## config.mk

```make
export PLATFORM = sky130hd
export DESIGN_NAME = pc_fetch_unit
export DESIGN_NICKNAME = d
export VERILOG_FILES = /design/src/rtl/pc_fetch_unit.sv
export SDC_FILE = /design/constraint.sdc
export NUM_CORES = 1
export LEC_CHECK = 0
export CORE_ASPECT_RATIO = 1.1
export CORE_MARGIN = 4
export CORE_UTILIZATION = 43
export DETAILED_ROUTE_END_ITERATION = 7
export PLACE_DENSITY = 0.88
export SLEW_MARGIN = 20
export SYNTH_ARGS = -nofsm -noshare
export SYNTH_HDL_FRONTEND = slang
export SYNTH_SLANG_ARGS = --single-unit
```

## constraint.sdc

```tcl
create_clock -name clk -period 6.12 [get_ports clk]
set_clock_uncertainty 0.05 [all_clocks]
set_input_delay 1.836 -clock clk [delete_from_list [all_inputs] [get_ports clk]]
set_output_delay 1.836 -clock clk [all_outputs]
set_load 0.02 [all_outputs]
```

## src/rtl/pc_fetch_unit.sv

```systemverilog
// pc_fetch_unit: program-counter register and next-PC selection for the fetch
// stage. Three states: RUN (streaming), SQUASH (one bubble after a redirect or
// reset) and HALT (terminal until reset).
// Optional feature macro: PC_ALIGN_CHECK_EN. When it is defined, odd branch
// targets are forced even and a sticky misalign flag is raised.
// RESET_PC must be an even address.
module pc_fetch_unit #(
    parameter logic [15:0] RESET_PC = 16'h0000
) (
    input  logic        clk,
    input  logic        rst,
    input  logic        stall,
    input  logic        branch_taken,
    input  logic [15:0] branch_target,
    input  logic        halt,
    output logic [15:0] pc,
    output logic [15:0] pc_plus2,
    output logic [15:0] next_pc,
    output logic        valid,
    output logic        halted
`ifdef PC_ALIGN_CHECK_EN
    ,
    output logic        misalign
`endif
);

    typedef enum logic [1:0] {
        ST_RUN    = 2'd0,
        ST_SQUASH = 2'd1,
        ST_HALT   = 2'd2
    } state_t;

    state_t      state_q, state_d;
    logic [15:0] pc_q, pc_d;
    logic        valid_q, valid_d;
    logic        halted_q, halted_d;
    logic [15:0] targetPc;
    logic [15:0] selPc;

`ifdef PC_ALIGN_CHECK_EN
    logic        misalign_q, misalign_d;

    // Odd redirect targets are rounded down to the halfword boundary.
    always_comb begin
        targetPc = {branch_target[15:1], 1'b0};
    end
`else
    // Redirect targets are used exactly as supplied.
    always_comb begin
        targetPc = branch_target;
    end
`endif

    // Sequential successor, wrapping silently past 16'hFFFE.
    always_comb begin
        pc_plus2 = pc_q + 16'd2;
    end

    // The 2:1 PC-select multiplexer: branch target when redirecting, else pc+2.
    always_comb begin
        selPc = branch_taken ? targetPc : pc_plus2;
    end

    // Next-state logic in priority order: HALT state, halt, branch, stall, increment.
    always_comb begin
        state_d  = state_q;
        pc_d     = pc_q;
        valid_d  = valid_q;
        halted_d = halted_q;
`ifdef PC_ALIGN_CHECK_EN
        misalign_d = misalign_q;
`endif
        if (state_q == ST_HALT) begin
            valid_d  = 1'b0;
            halted_d = 1'b1;
        end else if (halt) begin
            valid_d  = 1'b0;
            halted_d = 1'b1;
            state_d  = ST_HALT;
        end else if (branch_taken) begin
            pc_d    = selPc;
            valid_d = 1'b0;
            state_d = ST_SQUASH;
`ifdef PC_ALIGN_CHECK_EN
            if (branch_target[0]) begin
                misalign_d = 1'b1;
            end
`endif
        end else if (stall) begin
            pc_d    = pc_q;
            valid_d = valid_q;
            state_d = state_q;
        end else begin
            pc_d    = selPc;
            valid_d = 1'b1;
            state_d = ST_RUN;
        end
    end

    // State and output registers; reset lands in SQUASH so the first edge is a squash exit.
    always_ff @(posedge clk or posedge rst) begin
        if (rst) begin
            state_q  <= ST_SQUASH;
            pc_q     <= RESET_PC;
            valid_q  <= 1'b0;
            halted_q <= 1'b0;
        end else begin
            state_q  <= state_d;
            pc_q     <= pc_d;
            valid_q  <= valid_d;
            halted_q <= halted_d;
        end
    end

`ifdef PC_ALIGN_CHECK_EN
    // Sticky misalignment flag, cleared only by reset.
    always_ff @(posedge clk or posedge rst) begin
        if (rst) begin
            misalign_q <= 1'b0;
        end else begin
            misalign_q <= misalign_d;
        end
    end

    assign misalign = misalign_q;
`endif

    assign pc      = pc_q;
    assign next_pc = pc_d;
    assign valid   = valid_q;
    assign halted  = halted_q;

endmodule

```

==> results of run 1 <==
## kinds of logic (layout without fill, tap and decap cells)
family | count (synthesis) | after routing | synth area share (%)
flip-flops | 20 | 20 | 36.2
adder cells (fa/ha/maj) | 1 | 1 | 0.902
AO/OA/AOI/OAI | 36 | 36 | 17.9
XOR/XNOR | 13 | 13 | 8.21
buffers and inverters | 18 | 84 | 7.03
AND/OR/NAND/NOR | 56 | 56 | 26.1
multiplexers | 5 | 5 | 3.70
## power by group
part	internal (W)	switching, W	leakage [nW]
clock network	0.0000662	0.0000463	0.0279
logic	0.000174	0.000179	0.599
registers	0.000155	0.0000499	0.236
## cells in the final DEF (no fill, tap or decap), types with 3 or more instances in the layout
cell,Yosys,layout
o21a_1,5,5
clkbuf_4,0,3
dfrtp_1,19,19
xor2_1,8,8
xnor2_1,5,5
nand4_1,4,4
inv_1,7,7
nor3_2,4,4
mux2i_1,4,4
nand3_1,4,4
nand2b_1,4,4
nor2_1,12,12
nand2_1,14,14
o22a_1,5,5
and3_1,3,3
a21oi_1,4,4
clkdlybuf4s50_1,0,70
a31oi_1,7,7
o21ai_1,6,6
## registers in the layout, indices dropped and copies added, names as in the netlist
signal   flops
pc          16
state_q      2
halted       1
valid        1
## through the flow
step	util (%)	worst slack, ns	instances	hold slack [ns]
3_5_place_dp	67.6	0.383	245	0.406
6_report	69.3	0.358	249	0.444
5_1_grt	69.3	0.253	249	0.488
4_1_cts	69.3	0.370	249	0.445
3_3_place_gp	67.6	0.429	245	0.401
2_1_floorplan	-	1.33	149	0.407
## metal layers
| metal | share of wire [%] | vias up | track usage, % |
|---|---|---|---|
| met4 | 1.2 | 0 | 5.69 |
| met5 | 0 | - | 0 |
| met2 | 48 | 61 | 32.5 |
| met1 | 44 | 683 | 25.7 |
| met3 | 6.1 | 6 | 3.49 |
| li1 | - | 668 | - |
## worst register-to-register path, delay by kind of cell (launching register included)
family | cells | cell delay [ns]
AOI/OAI and AO/OA | 2 | 0.31
adders and majority gates | 1 | 0.32
and+or+nand+nor | 2 | 0.58
DFF | 1 | 0.52
## final timing paths
path | start | to | slack, ns | cells after the start
setup / recovery | branch_taken | next_pc[3] | 0.36 | 7
hold / removal | halted$_DFFE_PP0P_ | halted$_DFFE_PP0P_ | 0.44 | 1
setup reg to reg | pc[1]$_DFF_PP0_ | pc[9]$_DFF_PP0_ | 4.22 | 5
hold reg to reg | halted$_DFFE_PP0P_ | halted$_DFFE_PP0P_ | 0.44 | 1
max in group asynchronous | rst | pc[13]$_DFF_PP0_ | 3.61 | 2
min in group asynchronous | rst | halted$_DFFE_PP0P_ | 1.91 | 2
## layout make-up
cell class	count	area, um^2	share of cell area, %
tap	34	42.5	2.00
sequential	20	502	23.5
clock buffer	3	22.5	1.06
inverter	8	30.0	1.41
multi-input combinational	111	788	37.0
timing repair buffer	72	716	33.6
clock inverter	1	30.0	1.41
==> flow_summary.yaml, run 1 <==
run_status:
  status: "finished, final reports clean"
drt:
  wire_per_inst_um: 16.2
  drtPass1Iterations: 4
  drt_wl_total_um: 4040
  postRouteAntennaNets: 0
  vias: 1418
  drc: 0
  drt-vias-per-instance: 5.69
  drt_iter0_drc: 50
grt:
  grt_pass1_wl_um: 6710
  grt_pass1_vias: 1441
  overflow: 0
  grt_max_degree: 26
  grt_use_total_pct: 19.4
  antenna_found_initial: 0
clocking:
  cts-hold-fix-buffers: 0
  cts_root_buffer: "clkbuf_4"
  htree_levels: 1
  cts.sink_count: 20
  cts_buffers: 3
  post_cts_resized: 0
  cts_tree: "yes"
  clk_latency_ns: 0.31
  cts_setup_buffers: 0
  cts.clk_slew.worst_paths_ns: 0.13
  clk_path_buf_depth: 2
power:
  peakVddDrop_mv: 0.230
  leakagePower_nw: 0.862
  total_power_w: 0.000670
  p_per_area_nw_per_um2: 315
finish:
  fin_area_um2: 2130
  syn2layout_area_growth_pct: 53.6
  diodes: 0
  final_nets: 238
  fill_cells: 248
  drive_gt1_share_pct: 8.84
yosys:
  synth_ff_type: "dfrtp_1"
  synth_fp_nets: 171
  synth_cell_types: 42
  ys_seq_area_share_pct: 36.2
  synth_top_area_share_pct: 34.3
  ys_async_sr_fraction_pct: 100
  synth_common_cells: "dfrtp_1 (19), nand2_1 (14), nor2_1 (12)"
  yosys-top-cells-area: "dfrtp_1 (34%), xor2_1 (5.0%), nand2_1 (3.8%)"
  yosys_warnings: 0
  avgSynthCellArea_um2: 9.31
  synth-edff-count: 0
  synth_cells: 149
  netlist_area_um2: 1390
  post-synth-top-count-cell: "dfrtp_1"
  synth_seq_cells: 20
  synth_top_area_cell: "dfrtp_1"
flow_run:
  drv_cap: 0
sta:
  period_share_pct: 94.2
  fin_setup_tns_ns: 0
  drv_slew: 0
  fmax_ghz: 0.174
  rsz0062_at_grt: "false"
  hold_viol_final: 0
  post-route-min-period_ns: 5.76
  worst_pin_slew_ns: 0.805
  max-slew-margin-rel_pct: 46.3
  setup_viol: 0
setup_path:
  crit_path_frequent_cell: "clkdlybuf4s50_1"
  worstSetupPathType: "in2out"
  worstPathMaxFanout: 25
  cp.required_ns: 4.23
  path_cells: "clkdlybuf4s50_1 > buf_4 > inv_2 > and3_1 > a21oi_1 > o22ai_1 > clkdlybuf4s50_1"
  worstSetupEndpointType: "primary output"
  critical_path_buf_inv_count: 4
  cpMaxStageDelayCell: "clkdlybuf4s50_1"
  cpPeakStageDelay_ns: 0.65
  arrival_ns: 3.88
  critical-path-top-delay-family: "buffers and inverters"
  cp-start-kind: "input pin"
floorplan:
  core_area_um2: 3070
  die_area_um2: 4200
  row_count: 21
  fp.dieW_um: 62.2
  initial_core_util_pct: 45.1
  die_h_um: 67.6
  ios: 71
placement:
  dp_hpwl_um: 2970
  io_buffer_count: 70
  placed_area_um2: 2080
  gp_congestion: 0.808
worst_hold_path:
  hold_path_class: "reg2reg"
No activity file was read; power rests on OpenSTA's default activity.
==> run 2, diff against run 1 <==
Settings changed: CORE_UTILIZATION 43 to 40, PLACE_DENSITY 0.88 to 0.83.
Clock period 6.12 ns to 6.5 ns, I/O delays scaled along.
==> flow_summary.yaml, run 2 (synthesis results as in run 1) <==
run_status:
  status: "finished, final reports clean"
setup_path:
  arrival_ns: 4.11
  critical_path_buf_inv_count: 2
  r2r_slack_ns: 4.59
  worstPathMaxFanout: 14
  crit_path_frequent_cell: "clkdlybuf4s50_1"
  cpMaxStageDelayCell: "clkdlybuf4s50_1"
  critical-path-top-delay-family: "buffers and inverters"
  worstSetupEndpointType: "primary output"
  cp-start-kind: "input pin"
  path_cells: "clkdlybuf4s50_1 > nand2b_4 > nand3_1 > nor2_1 > a2bb2oi_1 > clkdlybuf4s50_1"
  cp.required_ns: 4.50
  cpPeakStageDelay_ns: 0.64
  worstSetupPathType: "in2out"
clocking:
  clk_latency_ns: 0.31
  cts_setup_buffers: 0
  post_cts_resized: 0
  cts_buffers: 3
  cts.sink_count: 20
  htree_levels: 1
  cts.clk_slew.worst_paths_ns: 0.12
  cts-hold-fix-buffers: 0
  cts_root_buffer: "clkbuf_4"
  clk_path_buf_depth: 2
  cts_tree: "yes"
grt:
  grt_pass1_vias: 1405
  met3_usage_pct: 4.86
  grt_max_degree: 26
  met2_usage_pct: 28.9
  antenna_found_initial: 0
  overflow: 0
  grt_use_total_pct: 18.3
  grt_pass1_wl_um: 6590
  grt_use_met1_pct: 24.4
  busiest_layer: "met2"
worst_hold_path:
  hold_path_class: "reg2reg"
drt:
  drt_wl_total_um: 3920
  vias: 1364
  drc: 0
  drt_iter0_drc: 51
  postRouteAntennaNets: 0
  drt-vias-per-instance: 5.21
  wire_per_inst_um: 15.0
  drtPass1Iterations: 4
floorplan:
  die_h_um: 69.8
  initial_core_util_pct: 41.7
  core_area_um2: 3330
  fp.dieW_um: 64.2
  ios: 71
  die_area_um2: 4480
  row_count: 22
sta:
  worst_pin_slew_ns: 0.811
  fin_setup_tns_ns: 0
  max-slew-margin-rel_pct: 45.9
  rsz0062_at_grt: "false"
  drv_slew: 0
  setup_viol: 0
  period_share_pct: 93.9
  fmax_ghz: 0.164
  hold_viol_final: 0
  hold_slack_ns: 0.431
  post-route-min-period_ns: 6.11
power:
  leakagePower_nw: 0.851
  peakVddDrop_mv: 0.160
  p_per_area_nw_per_um2: 282
  total_power_w: 0.000600
finish:
  drive_gt1_share_pct: 8.41
  layout_commonest_cell: "clkdlybuf4s50_1"
  final_nets: 237
  fill_cells: 296
  largest_register_ffs: 16
  syn2layout_area_growth_pct: 53.1
  diodes: 0
  final_util_pct: 63.8
  fin_area_um2: 2120
  final_cell_mix: "clkdlybuf4s50_1 (70), dfrtp_1 (19), nand2_1 (14)"
placement:
  dp_hpwl_um: 2880
  io_buffer_count: 70
  gp_congestion: 0.760
  placed_area_um2: 2090
flow_run:
  drv_cap: 0
[run 2: cell types whose count changed in the layout (fill, tap and decap cells not counted), sizes merged]
cell / delta
buf: -1
bufinv: -1
clkbuf: +1
[run 2: layout make-up]
| type | count | area (um^2) | share of cell area [%] |
|---|---|---|---|
| clock buffers | 4 | 36.3 | 1.71 |
| inverters | 8 | 30.0 | 1.41 |
| multi-input cells | 111 | 788 | 37.1 |
| flip-flops and latches | 20 | 502 | 23.6 |
| well taps | 48 | 60.1 | 2.83 |
| repair buffers | 71 | 708 | 33.3 |
[run 2: power by group]
| group | switching, W | total (W) | internal (W) |
|---|---|---|---|
| Combinational | 0.000168 | 0.000332 | 0.000164 |
| Sequential | 0.0000455 | 0.000191 | 0.000146 |
| Clock | 0.0000420 | 0.0000763 | 0.0000342 |
| Total | 0.000256 | 0.000600 | 0.000344 |
[run 2: through the flow]
stage | cells | setup slack, ns
2_1_floorplan | 149 | 1.49
3_3_place_gp | 258 | 0.477
3_5_place_dp | 258 | 0.439
4_1_cts | 262 | 0.407
5_1_grt | 262 | 0.270
6_report | 262 | 0.394
[run 2: layer usage]
layer	up-vias	wire [um]
met5	-	0
met1	648	1780
met2	50	1840
met4	0	42
li1	661	-
met3	5	258
[run 2: path summary, 6_finish.rpt]
check / startpoint / endpoint / cells after the start
min reg2reg: halted$_DFFE_PP0P_ / halted$_DFFE_PP0P_ / 1
max: branch_taken / next_pc[5] / 6
max reg2reg: pc[1]$_DFF_PP0_ / pc[9]$_DFF_PP0_ / 5
min: halted$_DFFE_PP0P_ / halted$_DFFE_PP0P_ / 1
max in group asynchronous: rst / pc[2]$_DFF_PP0_ / 2
min in group asynchronous: rst / pc[5]$_DFF_PP0_ / 2
